==> src/rtl/mod_beep_seq.sv <==
`default_nettype none
// ============================================================================
//  Module      : mod_beep_seq
//  Description : Beep-pattern sequencer driving the trigger/busy handshake of
//                mod_buzzer. Issues a programmed number of triggers, waits for
//                each buzzer cycle to end and inserts a millisecond gap between
//                beeps. Aborts with an error pulse on acknowledge timeout.
//  Revision    : 1.0 - initial release
// ============================================================================
module mod_beep_seq #(
   parameter int CLK_PER_MS = 1000,
   parameter int ACK_TO     = 4096
) (
   input  logic        clk_i,
   input  logic        rst_i,
   input  logic        start_i,
   input  logic [7:0]  count_i,
   input  logic [15:0] gap_ms_i,
   input  logic        abort_i,
   input  logic        buz_cyc_i,
   output logic        trig_o,
   output logic        busy_o,
   output logic        done_o,
   output logic        err_o
);

   // Counter widths; a floor of one bit keeps degenerate parameters legal.
   localparam int PW = (CLK_PER_MS > 1) ? $clog2(CLK_PER_MS) : 1;
   localparam int TW = (ACK_TO > 1) ? $clog2(ACK_TO) : 1;

   localparam logic [PW-1:0] PRESC_LAST = PW'(CLK_PER_MS - 1);
   localparam logic [TW-1:0] TMO_LAST   = TW'(ACK_TO - 1);

   typedef enum logic [2:0] {
      IDLE     = 3'd0,
      TRIG     = 3'd1,
      WAIT_END = 3'd2,
      GAP      = 3'd3,
      FIN      = 3'd4
   } state_t;

   state_t          state;
   logic [7:0]      rem;       // beeps still to be issued, including current
   logic [15:0]     gap;       // latched inter-beep gap in ms
   logic [15:0]     gap_cnt;   // ms remaining in the current gap
   logic [PW-1:0]   presc;     // cycle position within the current ms
   logic [TW-1:0]   tmo;       // cycles spent waiting for the buzzer ack

   // Sequencer state machine; every output is set on the transition into the
   // state that owns it so all outputs come straight from flops.
   always_ff @(posedge clk_i) begin
      if (!rst_i) begin
         state   <= IDLE;
         rem     <= 8'd0;
         gap     <= 16'd0;
         gap_cnt <= 16'd0;
         presc   <= '0;
         tmo     <= '0;
         trig_o  <= 1'b0;
         busy_o  <= 1'b0;
         done_o  <= 1'b0;
         err_o   <= 1'b0;
      end else begin
         done_o <= 1'b0;
         err_o  <= 1'b0;
         if (abort_i) begin
            // A buzzer cycle already running is left to finish on its own.
            state  <= IDLE;
            trig_o <= 1'b0;
            busy_o <= 1'b0;
            presc  <= '0;
            tmo    <= '0;
         end else begin
            case (state)
               IDLE: begin
                  if (start_i) begin
                     rem    <= count_i;
                     gap    <= gap_ms_i;
                     busy_o <= 1'b1;
                     if (count_i == 8'd0) begin
                        state  <= FIN;
                        done_o <= 1'b1;
                     end else begin
                        state  <= TRIG;
                        trig_o <= 1'b1;
                        tmo    <= '0;
                     end
                  end
               end

               TRIG: begin
                  // Ack takes priority over a timeout expiring on the same edge.
                  if (buz_cyc_i) begin
                     state  <= WAIT_END;
                     trig_o <= 1'b0;
                     tmo    <= '0;
                  end else if (tmo == TMO_LAST) begin
                     state  <= IDLE;
                     trig_o <= 1'b0;
                     busy_o <= 1'b0;
                     err_o  <= 1'b1;
                     tmo    <= '0;
                  end else begin
                     tmo <= tmo + 1'b1;
                  end
               end

               WAIT_END: begin
                  if (!buz_cyc_i) begin
                     rem <= rem - 8'd1;
                     if (rem == 8'd1) begin
                        state  <= FIN;
                        done_o <= 1'b1;
                     end else if (gap == 16'd0) begin
                        state  <= TRIG;
                        trig_o <= 1'b1;
                        tmo    <= '0;
                     end else begin
                        state   <= GAP;
                        gap_cnt <= gap;
                        presc   <= '0;
                     end
                  end
               end

               GAP: begin
                  // Gap lasts gap * CLK_PER_MS cycles: leave on the last wrap.
                  if (presc == PRESC_LAST) begin
                     presc   <= '0;
                     gap_cnt <= gap_cnt - 16'd1;
                     if (gap_cnt == 16'd1) begin
                        state  <= TRIG;
                        trig_o <= 1'b1;
                        tmo    <= '0;
                     end
                  end else begin
                     presc <= presc + 1'b1;
                  end
               end

               FIN: begin
                  state  <= IDLE;
                  busy_o <= 1'b0;
               end

               default: begin
                  state  <= IDLE;
                  trig_o <= 1'b0;
                  busy_o <= 1'b0;
               end
            endcase
         end
      end
   end

endmodule
`default_nettype wire

==> config.mk <==
export PLATFORM = sky130hd
export DESIGN_NAME = mod_beep_seq
export DESIGN_NICKNAME = d
export VERILOG_FILES = /design/src/rtl/mod_beep_seq.sv
export SDC_FILE = /design/constraint.sdc
export NUM_CORES = 1
export LEC_CHECK = 0
export CAP_MARGIN = 10
export CORE_AREA = 2 2 78 117
export CTS_CLUSTER_SIZE = 10
export DETAILED_ROUTE_END_ITERATION = 10
export DIE_AREA = 0 0 80 119
export DONT_BUFFER_PORTS = 1
export GPL_TIMING_DRIVEN = 1
export PLACE_DENSITY = 0.57
export SYNTH_ARGS = -nofsm -noshare
export SYNTH_HDL_FRONTEND = slang
export SYNTH_SLANG_ARGS = --single-unit
export TNS_END_PERCENT = 50
==> constraint.sdc <==
create_clock -name clk_i -period 2.4 [get_ports clk_i]
set_input_delay 0.24 -clock clk_i [delete_from_list [all_inputs] [get_ports clk_i]]
set_output_delay 0.24 -clock clk_i [all_outputs]
set_load 0.01 [all_outputs]
# After elaboration in Yosys (flattened, before gate mapping)
# Cells that the tools add are included.
[word_totals] reg_bits=69 latchBits=0 mem_bits_rw=0 rom_bits=0 out_inout_bits=4 memories=0
[classes] addsub=4 mul=0 n_div=0 n_lt_le_gt_ge=0 n_eq_ne=19 shifts=0 mux=52 n_bitwise=5 reduce_logical=17
[ops] operator="$mux W12" count=9
[ops] operator="$mux W16" count=4
[ops] operator="$pmux W12 S4" count=1
[ops] operator="$mux W10" count=4
[ops] operator="$pmux W16 S2" count=1
[ops] operator="$mux W3" count=8
[ops] operator="$ne A2 B2 Y1 const B" count=10
[ops] operator="$pmux W10 S2" count=1
[ops] operator="$eq A16 B1 Y1 const B" count=1
[ops] operator="$logic_not A16 Y1" count=1
[ops] operator="$mux W1" count=16
[ops] operator="$mux W8" count=2
[ops] operator="$pmux W8 S2" count=1
[ops] operator="$sub A16 B1 Y16 const B" count=1
[ops] operator="$add A12 B1 Y12 const B" count=1
[ops] operator="$eq A12 B12 Y1 const B" count=1
[ops] operator="$pmux W3 S4" count=1
[ops] operator="$reduce_and A4 Y1" count=3
[ops] operator="$add A10 B1 Y10 const B" count=1
[ops] operator="$eq A10 B10 Y1 const B" count=1
[ops] operator="$reduce_and A9 Y1" count=1
[ops] operator="$eq A8 B1 Y1 const B" count=1
[ops] operator="$logic_not A8 Y1" count=1
[ops] operator="$reduce_and A8 Y1" count=1
[ops] operator="18 further kinds" count=25

# Longest topological paths before layout
# Gate-level depths: netlist (run 1).
[depth] depth_word=5 mapped_depth=9

# Worst setup path after synthesis (run 1)
# OpenSTA, ideal clock, no wires.
[synth_path] kind="register to register" from="reg presc[0]" to="reg gap_cnt[11]" setup_time_ps=122 arrival_time_ps=2172 required_time_ps=2278 slack_ps=106 path_stages_with_launch=10 path_buffers=2 synth_period_minus_slack_ps=2294 path_cell_list="dfxtp_1 ha_1 nand4_1 or4_4 and2_4 or4_1 buf_2 buf_6 o211ai_1 o21ai_1"
[synth_via] elab_chain_len=3
[synth_lines] item="from (decl)" line_no="46" text="logic [PW-1:0] presc;"
[synth_lines] item="from (signal assigned)" line_no="137" text="presc <= presc + 1'b1;"
[synth_lines] item="$eq A10 B10 Y1" line_no="128" text="if (presc == PRESC_LAST) begin"
[synth_lines] item="$ne A2 B2 Y1 (no line)"
[synth_lines] item="$reduce_and A6 Y1 (no line)"
[synth_lines] item="to (signal assigned)" line_no="120" text="gap_cnt <= gap;"
[synth_lines] item="to (signal assigned)" line_no="130" text="gap_cnt <= gap_cnt - 16'd1;"
[synth_lines] item="to (decl)" line_no="45" text="logic [15:0] gap_cnt;"
# Every way passes these cells.
# A chain may end at the register's enable or synchronous reset.

# Worst setup path in the final report (run 1)
[layout_path] from="reg presc[0]" to="reg gap_cnt[1]"
# The elaborated chain is that of the path after synthesis.

==> results.md, run 1 <==
- The run finished with clean final reports.
- The multi-input combinational cells in the finished layout cover a total of 0.00219 mm².
- Counting flops with a built-in enable in the synthesized netlist gives 0.
- The wire length of the first global-routing pass is ~16 mm.
- The leakage component of the power is between 1.5 and 2 nW.
- The cell-internal power is approximately 2.2 mW.
- Walking the worst path, the cells encountered are ha_4 > nand4_1 > or4_4 > and2_4 > or4_4 > buf_12 > a211o_1 > a21boi_1.
- The number of buffers and inverters on the critical path is 1.
- The vias per cell is slightly below 6.
- The pin count of the biggest net entering global routing is slightly below 60.
- The share of total power dissipated in the clock network is 0.512.
- In this run the tool buffered the top-level ports with 0 buffer cells.
- The worst setup path is launched from a flop.
- The clock-pin slew on the worst setup and hold paths is around 0.050 ns.
- The initial core utilization is 0.430.
- In the final routed layout, each cell accounts on average for approximately 16 µm.
- The power density relative to cell area is roughly 660 mW/mm².
- The number of routed nets with antenna violations is 0.
- The number of maximum-capacitance constraint violations is 0.
- The vertical die dimension is roughly 120 µm.
- In the synthesized netlist the async set-or-reset flop fraction comes to 0.
- Counting the buffers created by CTS gives 9.
- The minimum clock period is between 2 and 2.5 ns.
- The count of cell types in the netlist is 50.
- Setup repair after global routing could not meet its margin everywhere.
- The finished cells cover between 0.004 and 0.005 mm².
- The pre-CTS worst setup slack is 0.00603 ns.
- The number of DRC markers in iteration 0 is 247.
- The die is roughly 80 µm wide.
- The path class of the lowest-slack min-delay path is in2reg.
- The most used flip-flop cell after synthesis is sky130_fd_sc_hd__dfxtp_1.
- Along the worst path, the maximum fanout reaches 8.
- The total iterations of the first detailed-routing run is 4.
- The repair_antennas step left the layout with diodes totalling 0.
- The clock passes through at most 2 buffers.
- The relative area change from synthesis to final layout is 16.4%.
- The die covers roughly 0.0095 mm².
- The routed via count is 3,542.
- The total cell area at the placement stage is around 0.004 mm².
- Dividing the synthesized area by the synthesized cell count gives approximately 7.7 µm².
- The number of hold violations in the final report is 0.
- The count of final setup violators is 0.
- The critical path is of the reg2reg type.
- The number of antenna violations at the first check in global routing is 0.
- The capturing element type of the critical path is a flop.
- The worst-case vdd ir drop is ~0.00047 V.
- Of the total power, the share spent switching nets is 0.218.
- Row generation in the floorplan step produced between 40 and 50 rows.
- The cell with the largest stage delay on the worst path is sky130_fd_sc_hd__or4_4.
- After floorplanning, the core was sized to cover between 0.008 and 0.009 mm².
- Counting every instance in the synthesized netlist gives a little under 500.
- Routability-driven placement finished with a final weighted congestion of between 0.8 and 0.9.
- For this run, the top clock speed supported by timing is ~430 MHz.
- The kind of cell with the highest combined delay along the critical path is simple AND/OR/NAND/NOR gates.
- The final max-slew violation count is 0.
- The total I/O pin count is 33.
- The relative max-transition margin is 0.427.
- In the finished design, the share of the clock period the worst path needs comes to 0.959.
- The master cell of the clock root buffer is sky130_fd_sc_hd__clkbuf_16.
- The share of the Yosys chip area taken by registers is 0.373.
- The share of total power dissipated in sequential elements is 0.424.
- Clock skew on the completed layout was measured at 0.00420 ns.
- Across every metal layer, demand over resource in global routing totals 0.214.
- For the worst-skew pair, the clock arrives at the later sink with an insertion delay of roughly 0.33 ns.
- Once detailed placement completed, the half-perimeter wirelength came to roughly 6.7 mm.
- The number of filler instances in the final layout is 853.
- The clock tree synthesis step divided the H-tree into 3 levels.
- After synthesis the cells add up to approximately 0.0037 mm².
- Of the cells placed in the final design, the portion with a size suffix greater than 1 is 0.101.
- The data arrival time of the worst path is roughly 2.6 ns.
- The required time of the critical path is 2.66 ns.
- The number of global-route vias before repair was 3,451.
- In the final design database the tool counted ~530 nets.
- After synthesis the netlist holds a flip-flop and latch count of 69.
- The total overflow left after global routing is 0.
- The critical path's most frequent cell is sky130_fd_sc_hd__or4_4.
- For this run, design rule violations remaining after detail routing come to 0.
- The worst path setup slack after routing is between 0.09 and 0.1 ns.
- The count of warnings emitted by yosys is 0.
- For this block, the routed nets add up to 9.65 mm of wire.
- The actual transition at the worst max-transition pin is around 0.86 ns.
- The power spent charging and discharging nets is 0.615 mW.
- The setup slack of the worst register-to-register path is 0.1 ns.
- The final setup TNS is 0 ns.
- Synthesis produced a netlist with a net count of ~520.
- The storage element area is approximately 0.0014 mm².
- CTS saw 69 sinks.
- The share of total power dissipated in combinational logic is 0.064.
- The largest single stage delay on the critical path is approximately 0.47 ns.
- The TritonCTS clock tree is done.
[timing repair]
action                                  in CTS  in global routing
hold endpoints to repair                     0                  0
resized for setup                            1                  5
setup buffers                                0                  0
hold buffers                                 0                  0
pin swaps                                    0                  1
cloned                                       1                  1
endpoints found under the setup margin       1                  5
[final cells by class]
type	instances	area share
clock buffer	12	0.0595
clock inverter	4	0.0163
inverter	10	0.00871
multi-input combinational	376	0.508
sequential	69	0.321
tap	110	0.0319
timing repair buffer	24	0.0546
[logic make-up (layout without fill, tap and decap cells)]
family | after synthesis | after routing | synth area share
compound gates | 143 | 143 | 0.236
fa+ha+maj | 6 | 6 | 0.0203
buf+inv | 39 | 50 | 0.0426
flops | 69 | 69 | 0.373
mux | 18 | 18 | 0.0486
simple gates | 209 | 209 | 0.279
[power groups by stage]
stage	clock (mW)	sequential (mW)	combinational (mW)
after floorplan	0	1.21	0.150
after global placement	0	1.22	0.177
after detailed placement	0	1.22	0.179
after CTS	1.47	1.20	0.182
after global routing	1.52	1.20	0.205
final	1.45	1.20	0.181
[layout by cell type (no fill, tap or decap), types with 4 or more instances in the layout]
master / n
sky130_fd_sc_hd__clkbuf_16: 10
sky130_fd_sc_hd__a21oi_1: 37
sky130_fd_sc_hd__mux2i_1: 18
sky130_fd_sc_hd__nand4_1: 6
sky130_fd_sc_hd__nor4_1: 9
sky130_fd_sc_hd__nand3_1: 17
sky130_fd_sc_hd__o21a_1: 4
sky130_fd_sc_hd__nand2b_1: 8
sky130_fd_sc_hd__buf_4: 21
sky130_fd_sc_hd__a311oi_1: 5
sky130_fd_sc_hd__o21ai_0: 34
sky130_fd_sc_hd__o211ai_1: 12
sky130_fd_sc_hd__nand2_1: 67
sky130_fd_sc_hd__and3_1: 6
sky130_fd_sc_hd__dfxtp_1: 67
sky130_fd_sc_hd__o21ai_1: 12
sky130_fd_sc_hd__a31oi_1: 10
sky130_fd_sc_hd__o22ai_1: 5
sky130_fd_sc_hd__and2_1: 4
sky130_fd_sc_hd__nor3_1: 14
sky130_fd_sc_hd__ha_1: 5
sky130_fd_sc_hd__nor2_1: 42
sky130_fd_sc_hd__nor2b_1: 20
sky130_fd_sc_hd__o31ai_1: 5
sky130_fd_sc_hd__inv_1: 10
[worst reg2reg max path, cell delays in order (launching register included)]
cell                       delay, ns
sky130_fd_sc_hd__dfxtp_2        0.35
sky130_fd_sc_hd__ha_4           0.13
sky130_fd_sc_hd__nand4_1        0.09
sky130_fd_sc_hd__or4_4          0.46
sky130_fd_sc_hd__and2_4         0.18
sky130_fd_sc_hd__or4_4          0.47
sky130_fd_sc_hd__buf_12         0.17
sky130_fd_sc_hd__a211o_1        0.26
sky130_fd_sc_hd__a21boi_1       0.13
[layer usage]
layer,track usage,routed length [µm]
met3,0.0477,426
met2,0.368,4980
met1,0.249,4010
met5,0,0
met4,0.0953,229
[registers in the layout, summed over array words and instances, names as in the netlist]
name     flops
gap_cnt     16
err_o        1
busy_o       1
done_o       1
rem          8
gap         16
state        3
presc       10
tmo         12
trig_o       1
[Yosys cell counts (6+ instances only)]
master,n,share of area
sky130_fd_sc_hd__a21oi_1,37,0.050
sky130_fd_sc_hd__a31oi_1,10,0.017
sky130_fd_sc_hd__and3_1,6,0.010
sky130_fd_sc_hd__clkbuf_1,25,0.025
sky130_fd_sc_hd__dfxtp_1,69,0.37
sky130_fd_sc_hd__ha_1,6,0.020
sky130_fd_sc_hd__inv_1,10,0.010
sky130_fd_sc_hd__mux2i_1,18,0.049
sky130_fd_sc_hd__nand2_1,67,0.068
sky130_fd_sc_hd__nand2b_1,8,0.014
sky130_fd_sc_hd__nand3_1,17,0.023
sky130_fd_sc_hd__nand4_1,6,0.010
sky130_fd_sc_hd__nor2_1,42,0.043
sky130_fd_sc_hd__nor2b_1,20,0.034
sky130_fd_sc_hd__nor3_1,14,0.019
sky130_fd_sc_hd__nor4_1,9,0.015
sky130_fd_sc_hd__o211ai_1,12,0.024
sky130_fd_sc_hd__o21ai_0,34,0.046
sky130_fd_sc_hd__o21ai_1,12,0.016
[final timing paths]
kind,start,end,depth (start not counted)
setup / recovery,presc[0],gap_cnt[1],8
hold / removal,rst_i,gap_cnt[3],2
setup reg to reg,presc[0],gap_cnt[1],8
hold reg to reg,rem[5],rem[5],2
[through the flow]
| step | std cells | util | power [mW] | hold slack [ns] |
|---|---|---|---|---|
| after floorplan | 484 | - | 1.36 | 0.393 |
| after global placement | 587 | 0.452 | 1.40 | 0.380 |
| after detailed placement | 587 | 0.452 | 1.40 | 0.385 |
| after CTS | 604 | 0.494 | 2.85 | 0.0352 |
| after global routing | 605 | 0.500 | 2.93 | 0.0452 |
| final | 605 | 0.500 | 2.83 | 0.0519 |
(Power assumes the default switching activity.)
==> inputs of run 2 (changes only) <==
Settings changed: ABC_AREA set to 1, CORE_AREA 2 2 78 117 to 2 2 83 125, DIE_AREA 0 0 80 119 to 0 0 85 127, PLACE_DENSITY 0.57 to 0.58.
==> run 2 against run 1 <==
Against the previous run: first-iteration DRC count shrank 5.7%; clock power shrank 14%; utilization shrank 2.3 points; final area grew 6.6%; critical path depth grew 2; fmax grew 15%; synthesized area grew 15%; total power grew 4.7%; largest cell class unchanged.
==> results.md, run 2 <==
- The largest area contributor in the synthesized netlist is sky130_fd_sc_hd__dfxtp_1 (unchanged).
- The number of global-route vias before repair came to 4,061 (was 3,451).
- The final global-route overflow total came to 0 (unchanged).
- The finished layout cell area is 0.00460 mm² (was 0.00431 mm²).
- The number of DRC markers in iteration 0 is 233 (was 247).
- The number of enable flip-flop cells after synthesis is 0 (unchanged).
- The final max-slew violation count was 0 (unchanged).
- The area share of the largest cell type after synthesis is 0.324 (was 0.373).
- The total nets after synthesis is 707 (was 519).
- The vertical die dimension was 127 µm (was 119 µm).
- The wire length of the first global-routing pass is 18.1 mm (was 16.2 mm).
- The last weighted congestion value of the routability-driven placer is 0.858 (was 0.841).
- The source of the worst register-to-register timing path is tmo[0] (was presc[0]).
- The number of H-tree levels is 3 (unchanged).
- The number of clock sinks is 69 (unchanged).
- The count of warnings emitted by yosys is 0 (unchanged).
- The global router's overall resource usage came to 0.206 (was 0.214).
- The pin count of the biggest net entering global routing was 37 (was 58).
- The clock-pin slew on the worst setup and hold paths was 0.06 ns (was 0.05 ns).
- The endpoint of the worst hold path is gap_cnt[1] (was gap_cnt[3]).
- The number of routed nets with antenna violations came to 0 (unchanged).
- The dominant cell by count in the synthesized netlist is sky130_fd_sc_hd__nand2_1 (was sky130_fd_sc_hd__dfxtp_1).
- The per-cell routed wire length is 13.4 µm (was 15.9 µm).
- The total cell area at the placement stage is 0.00432 mm² (was 0.00390 mm²).
- The number of rows created at floorplan is 44 (was 42).
- The relative max-transition margin is 0.661 (was 0.427).
- The TritonCTS clock tree is done (unchanged).
- The number of buffers between clock root and the deepest sink came to 2 (unchanged).
- Synth top area cells: sky130_fd_sc_hd__dfxtp_1 (32%), sky130_fd_sc_hd__nand2_1 (13%), sky130_fd_sc_hd__nor2_1 (11%), sky130_fd_sc_hd__inv_1 (7.0%), sky130_fd_sc_hd__nand3_1 (5.2%) (was sky130_fd_sc_hd__dfxtp_1 (37%), sky130_fd_sc_hd__nand2_1 (6.8%), sky130_fd_sc_hd__a21oi_1 (5.0%), sky130_fd_sc_hd__mux2i_1 (4.9%), sky130_fd_sc_hd__o21ai_0 (4.6%)).
- Largest regs: gap (16), gap_cnt (16), tmo (12) (unchanged).
- The initial core utilization came to 0.443 (was 0.430).
- The fraction of synthesis flops using an asynchronous set or reset pin is 0 (unchanged).
- The number of maximum-capacitance constraint violations is 0 (unchanged).
- The maximum fanout along the worst path is 6 (was 8).
- The number of cells on the worst reg-to-reg path came to 10 (was 8).
- The cell depth of the worst min-delay path came to 2 (unchanged).
- The routed via count is 4,130 (was 3,542).
- The number of hold violations in the final report is 0 (unchanged).
- The number of nets in the layout came to 702 (was 525).
- The final worst clock skew came to 0.00745 ns (was 0.00420 ns).
- The leading cell type in the layout, fill and taps excluded is sky130_fd_sc_hd__nand2_1.
- The number of filler instances in the final layout is 1,038 (was 853).
- Setup repair after global routing missed its margin: no (was yes).
- The total iterations of the first detailed-routing run was 4 (unchanged).
- Most frequent cells after synthesis: sky130_fd_sc_hd__nand2_1 (153), sky130_fd_sc_hd__nor2_1 (121), sky130_fd_sc_hd__inv_1 (79) (was sky130_fd_sc_hd__dfxtp_1 (69), sky130_fd_sc_hd__nand2_1 (67), sky130_fd_sc_hd__nor2_1 (42)).
- The number of buffers inserted for hold repair after clock tree synthesis is 0 (unchanged).
- The leakage component of the power is 2.06 nW (was 1.63 nW).
- The data arrival time of the worst path is 2.23 ns (was 2.56 ns).
- The kind of critical path is reg2reg (unchanged).
- The final setup TNS came to 0 ns (unchanged).
- The actual transition at the worst max-transition pin is 0.507 ns (was 0.859 ns).
- The die footprint is 0.0108 mm² (was 0.00952 mm²).
- The number of antenna violations at the first check in global routing is 0 (unchanged).
- Most used cells in the layout excluding fill and tap cells: sky130_fd_sc_hd__nand2_1 (153), sky130_fd_sc_hd__nor2_1 (120), sky130_fd_sc_hd__inv_1 (79) (was sky130_fd_sc_hd__nand2_1 (67), sky130_fd_sc_hd__dfxtp_1 (67), sky130_fd_sc_hd__nor2_1 (42)).
- The number of storage elements in the synthesis netlist was 69 (unchanged).
- The required time of the critical path came to 2.63 ns (was 2.66 ns).
- The relative area change from synthesis to final layout is 7.74% (was 16.4%).
- The DRC violation count after routing is 0 (unchanged).
- The number of standard cells after synthesis is 672 (was 484).
- The number of buffers inserted to repair setup after CTS came to 0 (unchanged).
- The minimum clock period was 2.00 ns (was 2.30 ns).
- The total half-perimeter wirelength after legalization and detailed placement came to 7.93 mm (was 6.68 mm).
- The master cell of the clock root buffer was sky130_fd_sc_hd__clkbuf_16 (unchanged).
- The number of buffers added by the clock tree synthesis step is 9 (unchanged).
- The post-cts repair resize count was 0 (was 1).
- The capturing element type of the critical path is a flop (unchanged).
- The post-synthesis area per instance came to 6.35 µm² (was 7.65 µm²).
- Outcome: finished clean (unchanged).
- The setup slack of the worst register-to-register path is 0.40 ns (was 0.1 ns).
- The path class of the lowest-slack min-delay path was in2reg (unchanged).
- The worst-case vdd ir drop came to 0.000492 V (was 0.000474 V).
- The fraction of the cycle the final worst path needs is 0.833 (was 0.959).
- The kind of start point of the critical path is a flop (unchanged).
- The power density relative to cell area is 644 mW/mm² (was 656 mW/mm²).
- The startpoint of the tightest hold check path is rst_i (unchanged).
- The fraction of layout cells with a size suffix above 1 was 0.0984 (was 0.101).
- The most used flip-flop cell after synthesis was sky130_fd_sc_hd__dfxtp_1 (unchanged).
- The total I/O pin count is 33 (unchanged).
- The antenna diode count is 0 (unchanged).
- The post-synthesis sequential area ratio is 0.324 (was 0.373).
- The vias per cell is 5.25 (was 5.85).
- The clock latency at the later pin of the worst-skew pair is 0.33 ns (about the same).
- The capturing point of the worst reg2reg path was state[1] (was gap_cnt[1]).
- The post-route worst hold slack came to 0.0387 ns (was 0.0519 ns).
- The routed wire length is 10.6 mm (was 9.65 mm).
- The count of cell types in the netlist came to 38 (was 50).
- The mapped cell area is 0.00427 mm² (was 0.00370 mm²).
- The maximum clock rate is 500 MHz (was 435 MHz).
- The count of final setup violators is 0 (unchanged).
- The count of input and output buffers was 0 (unchanged).
- The core area is 0.00963 mm² (was 0.00862 mm²).
- The floorplan die width was 85 µm (was 80 µm).
- The sum of internal, switching and leakage power is 2.96 mW (was 2.83 mW).
-- run 2: cell types whose count changed after synthesis, moves of 15 or more --
cell / change
sky130_fd_sc_hd__inv_1: +69
sky130_fd_sc_hd__nor2_1: +79
sky130_fd_sc_hd__nand2_1: +86
sky130_fd_sc_hd__nand2_2: +15
sky130_fd_sc_hd__nand3_1: +27
sky130_fd_sc_hd__mux2i_1: -18
sky130_fd_sc_hd__clkbuf_1: -17
sky130_fd_sc_hd__nand4_1: +19
sky130_fd_sc_hd__nor2b_1: -20
-- run 2: cell families (layout without fill, tap and decap cells) --
| logic type | count (synthesis) | after routing | share of synthesized area |
|---|---|---|---|
| buffers and inverters | 105 | 104 | 0.104 |
| adders and majority gates | 6 | 6 | 0.0176 |
| AOI/OAI and AO/OA | 105 | 105 | 0.141 |
| DFF | 69 | 69 | 0.324 |
| and+or+nand+nor | 381 | 381 | 0.401 |
| xor gates and xnor gates | 6 | 6 | 0.0123 |
-- run 2: stage by stage --
| step | cells | utilization | setup slack [ns] |
|---|---|---|---|
| final | 786 | 0.477 | 0.401 |
| after global routing | 786 | 0.477 | 0.109 |
| after floorplan | 672 | - | 0.788 |
| after detailed placement | 771 | 0.448 | 0.356 |
| after global placement | 771 | 0.448 | 0.377 |
| after CTS | 786 | 0.477 | 0.331 |
-- run 2: routing by layer --
| layer | wire length, µm | GRT usage | vias up |
|---|---|---|---|
| li1 | - | - | 2156 |
| met1 | 4340 | 0.218 | 1891 |
| met2 | 5650 | 0.387 | 61 |
| met3 | 259 | 0.0329 | 22 |
| met4 | 312 | 0.0999 | 0 |
| met5 | 0 | 0 | - |
-- run 2: how the worst max path moves through the flow --
stage                       from  endpoint  slack (ns)  cells past startpoint
after floorplan           tmo[0]  state[1]        0.79                     10
after global placement    tmo[0]  state[1]        0.38                     10
after detailed placement  tmo[0]  state[1]        0.36                     10
after CTS                 tmo[0]  state[1]        0.33                     10
after global routing      tmo[0]  state[1]        0.11                     10
final                     tmo[0]  state[1]        0.40                     10
-- run 2: critical path, stage by stage (launching register included) --
cell,delay (ns)
sky130_fd_sc_hd__dfxtp_1,0.43
sky130_fd_sc_hd__ha_1,0.31
sky130_fd_sc_hd__nand3_1,0.14
sky130_fd_sc_hd__nor2_2,0.20
sky130_fd_sc_hd__nand3_1,0.18
sky130_fd_sc_hd__nand2_1,0.14
sky130_fd_sc_hd__nand2_1,0.06
sky130_fd_sc_hd__nor2_1,0.23
sky130_fd_sc_hd__nand2_1,0.10
sky130_fd_sc_hd__nand2_1,0.07
sky130_fd_sc_hd__nor2_1,0.04
-- run 2: where the power goes --
part           total, mW  leakage [nW]  internal, mW  switching [mW]
logic              0.477          1.36         0.154           0.323
clock network       1.24         0.139         0.777           0.467
registers           1.24         0.561          1.20          0.0410
-- run 2: cell type report --
cell class / count / area (µm²) / area share
multi-input cells: 498 / 2440 / 0.532
flip-flops and latches: 69 / 1380 / 0.300
inverters: 85 / 319 / 0.0694
clock buffers: 14 / 274 / 0.0596
well taps: 115 / 144 / 0.0313
repair buffers: 4 / 30.0 / 0.00653
clock inverters: 1 / 5.00 / 0.00109
